--- src/rtl/sat_counter.sv ---
// Saturating up-counter with asynchronous active-high reset.
// It advances by one on each clock where inc_i is high and holds at all-ones.
module sat_counter #(
    parameter int W = 8
) (
    input  logic         clk,
    input  logic         rst_i,
    input  logic         inc_i,
    output logic [W-1:0] cnt_o
);

    logic [W-1:0] cnt_q;
    logic [W-1:0] cnt_d;

    always_comb begin
        cnt_d = cnt_q;
        if (inc_i && (cnt_q != {W{1'b1}})) begin
            cnt_d = cnt_q + {{(W-1){1'b0}}, 1'b1};
        end
    end

    always_ff @(posedge clk or posedge rst_i) begin
        if (rst_i) begin
            cnt_q <= '0;
        end else begin
            cnt_q <= cnt_d;
        end
    end

    assign cnt_o = cnt_q;

endmodule

--- config.mk ---
export PLATFORM = sky130hd
export DESIGN_NAME = sat_counter
export DESIGN_NICKNAME = d
export VERILOG_FILES = /design/src/rtl/sat_counter.sv
export SDC_FILE = /design/constraint.sdc
export NUM_CORES = 1
export LEC_CHECK = 0
export BUFFER_PORTS_ARGS = -buffer_cell sky130_fd_sc_hd__buf_2
export CELL_PAD_IN_SITES_DETAIL_PLACEMENT = 0
export CELL_PAD_IN_SITES_GLOBAL_PLACEMENT = 1
export CORE_AREA = 4 4 41 43
export DETAILED_ROUTE_END_ITERATION = 16
export DIE_AREA = 0 0 45 47
export HOLD_SLACK_MARGIN = 0.03
export PLACE_DENSITY_LB_ADDON = 0.05
export SLEW_MARGIN = 15
export SYNTH_ARGS = -nofsm -noshare
export SYNTH_HDL_FRONTEND = slang
export SYNTH_SLANG_ARGS = --single-unit
--- constraint.sdc ---
create_clock -name clk -period 2.2 [get_ports clk]
set_clock_uncertainty 0.15 [all_clocks]
set_input_delay 0.33 -clock clk [delete_from_list [all_inputs] [get_ports clk]]
set_output_delay 0.33 -clock clk [all_outputs]
set_load 0.02 [all_outputs]
======== After elaboration in Yosys (flattened, before gate mapping) ========
Index checks and enable logic that the tools add are counted.
word-level totals
  register bits after elaboration ......... 8
  output and inout bits ................... 8
cells by class
  add/sub/neg operators ................... 1
  equal/unequal tests ..................... 1
  reduce and logical (&&, ||, !) cells .... 1
operators by type and width
  cell                 number
  $add 8x1->8 const B  1
  $ne 8x8->1 const B   1
  $logic_and 1x1->1    1

======== Logic depth before layout (Yosys ltp) ========
Gate-level depths: netlist (run 1).
  word-level depth ........................ 2
  depth in mapped cells ................... 4
  depth with buffers taken out ............ 4

======== Worst setup path after synthesis (run 1) ========
Ideal clock, no wire load.
  path type ............................... register to register
  from .................................... register cnt_q[0] (netlist: cnt_o[0])
  to ...................................... register cnt_q[1] (netlist: cnt_o[1])
  arrival ................................. 1.458 ns
  required time ........................... 1.922 ns
  path slack .............................. 0.464 ns
  cell stages (with the launch flop) ...... 5
  path buffers ............................ 0
  cell sequence ........................... dfrtp_1 ha_1 nand4_4 o21ai_2 mux2_1
on the way
  longest elaborated chain between the ends .. 2
  elaborated cells between the ends (all ways) .. 3
  those cells by class .................... add/sub: 1; eq/ne: 1; reduce/logical: 1
ends and longest elaborated chain
  item                                                 RTL line  text
  start: declaration                                   12        logic [W-1:0] cnt_q;
  start signal: assignment                             26        cnt_q <= cnt_d;
  branches (longest 2 deep; another with $add 8x1->8)  --
Parallel ways; which one is timed is not known.
A chain may end at the register's enable or synchronous reset.

======== Final worst setup path (run 1) ========
Ends and elaborated chain as after synthesis.

==> flow_summary_export.csv, run 1 <==
group,metric,value,unit
worst_hold_path,hold_start,"inc_i",
die,core_area,1300,sq um
place,hpwlAfterDp,680,microns
job,drv_cap,0,
clocking,cts.htree.levels,1,
detailed_routing,drt_wl_total,889,microns
grt,grt_max_degree,9,
die,io_pins,11,
layout,n_antenna_cell,0,
synthesis,synthDistinctLibCells,19,
clocking,clk_pin_slew,60,ps
die,rows,13,
layout,largest_reg_flops,8,
sta,finalHoldViolCount,0,
detailed_routing,drc,0,
detailed_routing,vias_per_cell,5.12,
layout,syn_to_final_growth,24.2,%
grt,gr-total-overflow,0,
power_and_ir_drop,p_leak,0.225,nW
synthesis,synth_area_leaders,"dfrtp_1 48%, mux2_1 8.1%, nand4_4 5.1%",
detailed_routing,ant_nets,0,
grt,track_usage,10.0,%
layout,fillers,144,
worst_setup_path,path_class,"register to register",
worst_setup_path,startpoint,"cnt_o[0]",
die,start_util,32.2,%
synthesis,synth_area_leader_cell,"dfrtp_1",
power_and_ir_drop,finalPower,0.745,mW
die,die_w,45,microns
layout,final_nets,58,
sta,min_period_over_period,78.2,%
clocking,cts_tree,"done",
grt,antenna_found_initial,0,
worst_setup_path,crit_fanout,7,
synthesis,yosysSeqAreaShare,47.8,%
sta,finalSetupViolations,0,
synthesis,syn_inst,38,
synthesis,yosys_warnings,0,
worst_hold_path,min_path_type,"primary input to register",
place,gp_congestion,0.711,
detailed_routing,drtPass1Iterations,2,
die,die_area,2120,sq um
worst_setup_path,crit_required,2180,ps
status,status,"finished clean",
place,io_buffer_count,10,
power_and_ir_drop,ir_drop,0.589,mV
worst_setup_path,r2r_start,"cnt_o[0]",
detailed_routing,num_vias,343,
worst_setup_path,start_kind,"register",
grt,grt_pass1_wl,1480,microns
synthesis,syn_nets,42,
sta,tightestPinTransition,318,ps
clocking,cts_root_buf,"clkbuf_4",
synthesis,yosysTopAreaCellShare,47.8,%
grt,grt_pass1_vias,327,
synthesis,synth.avg_cell_area,11.0,sq um
sta,rsz0062_at_grt,"false",
layout,drive_gt1_share,30.8,%
sta,min_period,1720,ps
detailed_routing,wl_per_cell,13.3,microns
sta,drv_slew,0,
sta,setup-tns-final,0,ps
sta,slew_headroom,78.8,%
synthesis,ys_ff_latch,8,
sta,max_freq,0.581,GHz
clocking,cts_max_path_buffers,2,
power_and_ir_drop,p_per_area,1430,nW/um^2
worst_setup_path,end_kind,"register",
clocking,cts.sinks,8,
clocking,clk_latency,250,ps
clocking,numCtsBuffers,3,
synthesis,synth_area,419,sq um
die,die-height,47,microns
detailed_routing,drt_iter0_drc,1,
worst_setup_path,arrival,1700,ps
[cell type report]
| class | count | area, sq um | share of cell area [%] |
|---|---|---|---|
| clock buffer | 3 | 22.5 | 4.33 |
| inverter | 1 | 3.75 | 0.721 |
| multi-input combinational | 29 | 215 | 41.3 |
| sequential | 8 | 200 | 38.5 |
| tap | 15 | 18.8 | 3.61 |
| timing repair buffer | 11 | 60.1 | 11.5 |
[path summary, 6_finish.rpt]
path | to | slack [ps] | depth (start not counted)
max | cnt_o[1] | 480 | 4
min | cnt_o[0] | 260 | 3
max reg2reg | cnt_o[1] | 480 | 4
min reg2reg | cnt_o[6] | 370 | 1
max in group asynchronous | cnt_o[3] | 1240 | 3
min in group asynchronous | cnt_o[1] | 420 | 3
[timing repair]
action / in CTS / in global routing
setup buffers: 0 / 0
hold buffers: 1 / 0
setup endpoints to repair: 0 / 0
gates resized for setup: 0 / 0
endpoints found under the hold margin: 8 / 0
[synthesized netlist by cell type, drive strengths merged]
cell / n
inv: 1
xnor2: 1
o31a: 1
mux2: 4
dfrtp: 8
o21bai: 2
a21oi: 1
nand4: 4
o2111a: 1
nor3: 2
nand3: 3
a21boi: 1
o21ai: 2
nand2: 4
nor2: 2
ha: 1
[report_power, final]
part           switching [mW]  internal [mW]
registers               0.115          0.213
clock network          0.0476         0.0623
logic                   0.176          0.131
total                   0.339          0.406
[worst max-delay path, stage by stage, from the launching register on]
cell and delay [ps]:
dfrtp_1 420, ha_1 290, nand4_4 180, o21ai_2 220, mux2_1 340
[through the flow]
step                      setup WS (ps)  util [%]  instances  area (sq um)  hold slack, ps
after CTS                           469      40.0         67           520             267
after global routing                357      40.0         67           520             283
after detailed placement            481      37.5         63           488             147
after global placement              556      37.5         63           488             141
after floorplan                     464         -         38           419           -4.34
final                               479      40.0         67           520             265
[routing by layer]
| metal | track usage, % | vias to the layer above | wire length (microns) | part of all wire (%) |
|---|---|---|---|---|
| met1 | 12.8 | 162 | 422 | 47 |
| met3 | 2.30 | 2 | 46 | 5.2 |
| li1 | - | 172 | - | - |
| met2 | 15.0 | 7 | 413 | 46 |
| met5 | 0 | - | 0 | 0 |
| met4 | 7.02 | 0 | 7 | 0.79 |
[kinds of logic (layout without fill, tap and decap cells)]
| family | after synthesis | in the layout | synth area share, % |
|---|---|---|---|
| buffers and inverters | 1 | 15 | 0.895 |
| and+or+nand+nor | 15 | 15 | 20.9 |
| AOI/OAI and AO/OA | 8 | 8 | 14.6 |
| DFF | 8 | 8 | 47.8 |
| adders and majority gates | 1 | 1 | 2.98 |
| muxes | 4 | 4 | 10.7 |
| xor gates and xnor gates | 1 | 1 | 2.09 |
[cells in the final DEF, fill, tap and decap left out]
| cell | count |
|---|---|
| mux2_2 | 1 |
| o31a_1 | 1 |
| clkbuf_4 | 3 |
| inv_1 | 1 |
| o21bai_1 | 2 |
| a21boi_1 | 1 |
| nand4_1 | 3 |
| nor2_1 | 2 |
| dfrtp_1 | 8 |
| o2111a_1 | 1 |
| o21ai_2 | 1 |
| a21oi_1 | 1 |
| nand4_4 | 1 |
| nand2_1 | 4 |
| dlygate4sd3_1 | 1 |
| ha_1 | 1 |
| mux2_1 | 3 |
| xnor2_1 | 1 |
| o21ai_1 | 1 |
| nand3_1 | 3 |
| buf_2 | 10 |
| nor3_1 | 2 |
Note: power is estimated with default switching activity, not from simulation.
==> run 2: changes to the inputs <==
Settings changed: CORE_AREA 4 4 41 43 to default, CORE_MARGIN from default to 4, CORE_UTILIZATION from default to 32, DIE_AREA 0 0 45 47 to default.
Clock period 2.2 ns to 1.39 ns, I/O delays scaled along.
==> flow_summary_export.csv, run 2 (synthesis gave the netlist of run 1 again) <==
group,metric,value,unit
layout,syn_to_final_growth,61.8,%
grt,grt_pass1_wl,1820,microns
layout,final_common_cell,"buf_4",
worst_hold_path,hold_start,"inc_i",
sta,setup-tns-final,-101,ps
worst_setup_path,r2r_end,"cnt_o[7]",
detailed_routing,vias_per_cell,5.22,
detailed_routing,drt_wl_total,1060,microns
grt,grt_max_degree,9,
grt,antenna_found_initial,0,
power_and_ir_drop,p_per_area,2230,nW/um^2
die,start_util,35.8,%
worst_setup_path,crit_fanout,5,
sta,rsz0062_at_grt,"true",
clocking,cts.sinks,8,
place,dp.cells,74,
die,rows,12,
power_and_ir_drop,finalPower,1.51,mW
worst_setup_path,ff2ff_setup_slack,-40,ps
detailed_routing,drt_iter0_drc,3,
place,gp_congestion,0.728,
worst_hold_path,min_path_type,"primary input to register",
status,status,"finished, violations left",
detailed_routing,dr.max_layer_used,"met4",
worst_setup_path,arrival,1410,ps
sta,whs,214,ps
layout,largest_reg_flops,8,
sta,slew_headroom,78.5,%
grt,track_usage,12.9,%
die,io_pins,11,
clocking,cts.htree.levels,1,
layout,mostFrequentLayoutCells,"15 x buf_4, 10 x buf_2, 5 x dfrtp_2, 4 x nand2_1",
detailed_routing,drtPass1Iterations,2,
die,die_area,1950,sq um
layout,final_nets,73,
place,hpwlAfterDp,782,microns
sta,finalSetupViolations,5,
worst_hold_path,min_delay_worst_endpoint,"cnt_o[2]",
sta,worst_slack,-36.7,ps
sta,finalHoldViolCount,0,
power_and_ir_drop,p_leak,0.309,nW
die,die_w,44.2,microns
sta,tightestPinTransition,323,ps
worst_setup_path,r2r_start,"cnt_o[0]",
grt,grt_pass1_vias,445,
detailed_routing,wl_per_cell,12.9,microns
job,drv_cap,0,
worst_setup_path,crit_required,1380,ps
sta,min_period,1430,ps
worst_setup_path,worstRegToRegCells,5,
clocking,cts_max_path_buffers,2,
power_and_ir_drop,ir_drop,1.02,mV
detailed_routing,drc,0,
detailed_routing,ant_nets,0,
worst_setup_path,path_class,"register to register",
worst_hold_path,hold_depth,4,
status,violations,"negative setup slack",
clocking,clk_pin_slew,60,ps
clocking,numCtsBuffers,3,
detailed_routing,wl_met2,519,microns
place,io_buffer_count,10,
worst_setup_path,start_kind,"register",
detailed_routing,wl_met1,456,microns
grt,gr-total-overflow,0,
clocking,clk_latency,260,ps
sta,min_period_over_period,103,%
worst_setup_path,end_kind,"register",
layout,drive_gt1_share,58.8,%
clocking,cts_root_buf,"clkbuf_4",
die,core_area,1170,sq um
layout,stdcell_count,82,
layout,n_antenna_cell,0,
clocking,cts_tree,"done",
sta,max_freq,0.701,GHz
detailed_routing,num_vias,428,
sta,drv_slew,0,
die,die-height,44.2,microns
detailed_routing,met3_length,57,microns
## run 2: layer usage
layer	track usage, %	up-vias
met2	21.8	9
met1	14.5	209
li1	-	206
met3	2.44	4
met5	0	-
met4	9.04	0
## run 2: final cells by class
type / instances / area, sq um
Inverter: 1 / 3.75
Sequential cell: 8 / 206
Timing Repair Buffer: 26 / 173
Multi-Input combinational cell: 29 / 251
Tap cell: 14 / 17.5
Clock buffer: 4 / 26.3
Fill cell: 109 / 493
## run 2: metrics by stage
step                worst slack [ps]  utilization [%]  area (sq um)
CTS                            -36.5             57.3           671
global placement               -42.7             51.2           599
detailed placement             -81.4             51.2           599
floorplan                       -149                -           442
finish                         -36.7             57.9           678
global route                   -77.7             57.9           678
## run 2: how the worst max path moves through the flow
| stage | start | to | cells past startpoint |
|---|---|---|---|
| after floorplan | cnt_o[0] | cnt_o[1] | 4 |
| after global placement | cnt_o[1] | cnt_o[1] | 4 |
| after detailed placement | cnt_o[1] | cnt_o[1] | 4 |
| after CTS | cnt_o[0] | cnt_o[1] | 4 |
| after global routing | cnt_o[1] | cnt_o[7] | 5 |
| final | cnt_o[0] | cnt_o[7] | 5 |
## run 2: worst max-delay path, stage by stage (launching register included)
cell and delay (ps):
dfrtp_2 430, ha_4 180, nand4_4 100, buf_4 120, nand2_1 40, mux2_1 280
## run 2: repair_timing
item,in CTS,in global routing
endpoints found under the setup margin,3,7
setup buffers,3,0
hold buffers,1,0
resized for setup,3,1
pin swaps,4,2
hold endpoints to repair,8,0
## run 2: where the power goes
| part | internal [mW] | switching [mW] | total, mW |
|---|---|---|---|
| clock network | 0.110 | 0.0864 | 0.197 |
| registers | 0.353 | 0.139 | 0.492 |
| logic | 0.429 | 0.392 | 0.821 |
| total | 0.892 | 0.618 | 1.51 |
==> run 3: changes to the inputs <==
Settings changed: TNS_END_PERCENT from default to 5.
==> flow_summary_export.csv, run 3 (synthesis gave the netlist of run 1 again) <==
group,metric,value,unit
status,status,"finished, violations left",
status,violations,"negative setup slack",
layout,final_nets,71,
detailed_routing,ant_nets,0,
power_and_ir_drop,finalPower,1.52,mW
place,gp_congestion,0.799,
worst_setup_path,crit_required,1370,ps
grt,track_usage,14.6,%
worst_setup_path,path_cells,"ha_4, nand4_4, buf_4, nand2_1, mux2_1",
layout,n_antenna_cell,0,
worst_setup_path,ff2ff_setup_slack,-50,ps
worst_setup_path,path_delay_family,"flip-flops",
grt,grt_max_degree,9,
detailed_routing,drt_wl_total,1210,microns
power_and_ir_drop,ir_drop,0.877,mV
place,io_buffer_count,10,
layout,mostFrequentLayoutCells,"14 x buf_4, 9 x buf_2, 5 x dfrtp_2, 4 x nand2_1",
detailed_routing,vias_per_cell,5.13,
sta,drv_slew,0,
worst_hold_path,hold_start,"inc_i",
worst_setup_path,path_buf_inv,1,
worst_setup_path,critPathMaxStageDelay,430,ps
worst_setup_path,path_depth,5,
sta,rsz0062_at_grt,"true",
worst_setup_path,end_kind,"register",
layout,fillers,105,
sta,min_period_over_period,104,%
worst_hold_path,min_path_type,"primary input to register",
sta,finalSetupViolations,4,
die,die_w,44.2,microns
worst_setup_path,start_kind,"register",
clocking,cts.htree.levels,1,
grt,grt_pass1_wl,2010,microns
detailed_routing,num_vias,410,
detailed_routing,drtPass1Iterations,4,
die,start_util,35.8,%
detailed_routing,wl_per_cell,15.1,microns
detailed_routing,met3_length,71,microns
clocking,cts_max_path_buffers,2,
layout,syn_to_final_growth,60.9,%
sta,min_period,1440,ps
power_and_ir_drop,p_per_area,2250,nW/um^2
job,drv_cap,0,
grt,grt_pass1_vias,437,
worst_setup_path,worstRegToRegCells,5,
die,rows,12,
die,core_area,1170,sq um
clocking,cts.sinks,8,
sta,slew_headroom,77.4,%
layout,final_common_cell,"buf_4",
worst_setup_path,slowest_stage,"dfrtp_2",
clocking,clk_pin_slew,60,ps
place,hpwlAfterDp,760,microns
detailed_routing,drc,0,
detailed_routing,wl_met2,655,microns
clocking,cts_tree,"done",
detailed_routing,drt_iter0_drc,8,
worst_setup_path,r2r_start,"cnt_o[0]",
layout,drive_gt1_share,59.1,%
detailed_routing,wl_met1,478,microns
worst_setup_path,startpoint,"cnt_o[0]",
detailed_routing,dr.max_layer_used,"met4",
clocking,clk_latency,260,ps
die,die-height,44.2,microns
sta,tightestPinTransition,339,ps
worst_setup_path,path_class,"register to register",
sta,worst_slack,-53.4,ps
sta,finalHoldViolCount,0,
place,dpl_worst_slack,-77.6,ps
worst_setup_path,arrival,1430,ps
grt,gr-total-overflow,0,
sta,max_freq,0.693,GHz
grt,antenna_found_initial,0,
worst_setup_path,worstSetupEndpoint,"cnt_o[7]",
clocking,numCtsBuffers,3,
worst_setup_path,r2r_end,"cnt_o[7]",
layout,largest_reg_flops,8,
power_and_ir_drop,p_leak,0.301,nW
worst_setup_path,crit_fanout,5,
die,die_area,1950,sq um
clocking,cts_root_buf,"clkbuf_4",
die,io_pins,11,
-- run 3: cell count changes in the layout (fill, tap and decap cells not counted), sizes merged --
cell and delta:
buf -2
-- run 3: area by class of cell --
class / instances / area [sq um] / share of cell area (%)
flip-flops and latches: 8 / 206 / 30.6
repair buffers: 24 / 160 / 23.7
inverters: 1 / 3.75 / 0.557
well taps: 14 / 17.5 / 2.60
multi-input cells: 29 / 260 / 38.6
clock buffers: 4 / 26.3 / 3.90
-- run 3: per-stage QoR --
stage	std cells	utilization, %	cell area, sq um	hold WS, ps	setup TNS, ps
floorplan	38	-	434	-126	-297
global placement	73	49.9	584	13.1	-94.7
detailed placement	73	49.9	584	24.0	-161
CTS	78	54.4	637	211	-94.8
global route	80	57.6	674	261	-506
finish	80	57.6	674	231	-145
-- run 3: per-layer routing --
layer | vias to the layer above | global-route usage, %
met5 | - | 0
met4 | 0 | 2.41
met3 | 2 | 7.72
met2 | 14 | 25.3
met1 | 194 | 16.0
li1 | 200 | -
-- run 3: worst min-delay path by stage --
stage          cells after the start       end  slack, ps
3_5_place_dp                       2  cnt_o[6]         20
4_1_cts                            4  cnt_o[2]        210
5_1_grt                            4  cnt_o[2]        260
6_report                           4  cnt_o[2]        230
2_1_floorplan                      1  cnt_o[2]       -130
3_3_place_gp                       2  cnt_o[6]         10
-- run 3: repair_timing --
item                                    4_1_cts  5_1_grt
gates resized for setup                       6        4
hold buffers                                  1        0
endpoints found under the setup margin        4        7
setup buffers                                 0        2
pin swaps                                     1        2
endpoints found under the hold margin         8        0
-- run 3: worst register-to-register path, stage by stage (launching register included) --
cell	delay, ps
dfrtp_2	430
ha_4	180
nand4_4	100
buf_4	130
nand2_1	50
mux2_1	290
-- run 3: report_power, final --
part	leakage [nW]	total (mW)	switching, mW	internal (mW)
Sequential	0.0936	0.519	0.166	0.352
Combinational	0.192	0.805	0.395	0.410
Clock	0.0150	0.196	0.0853	0.110
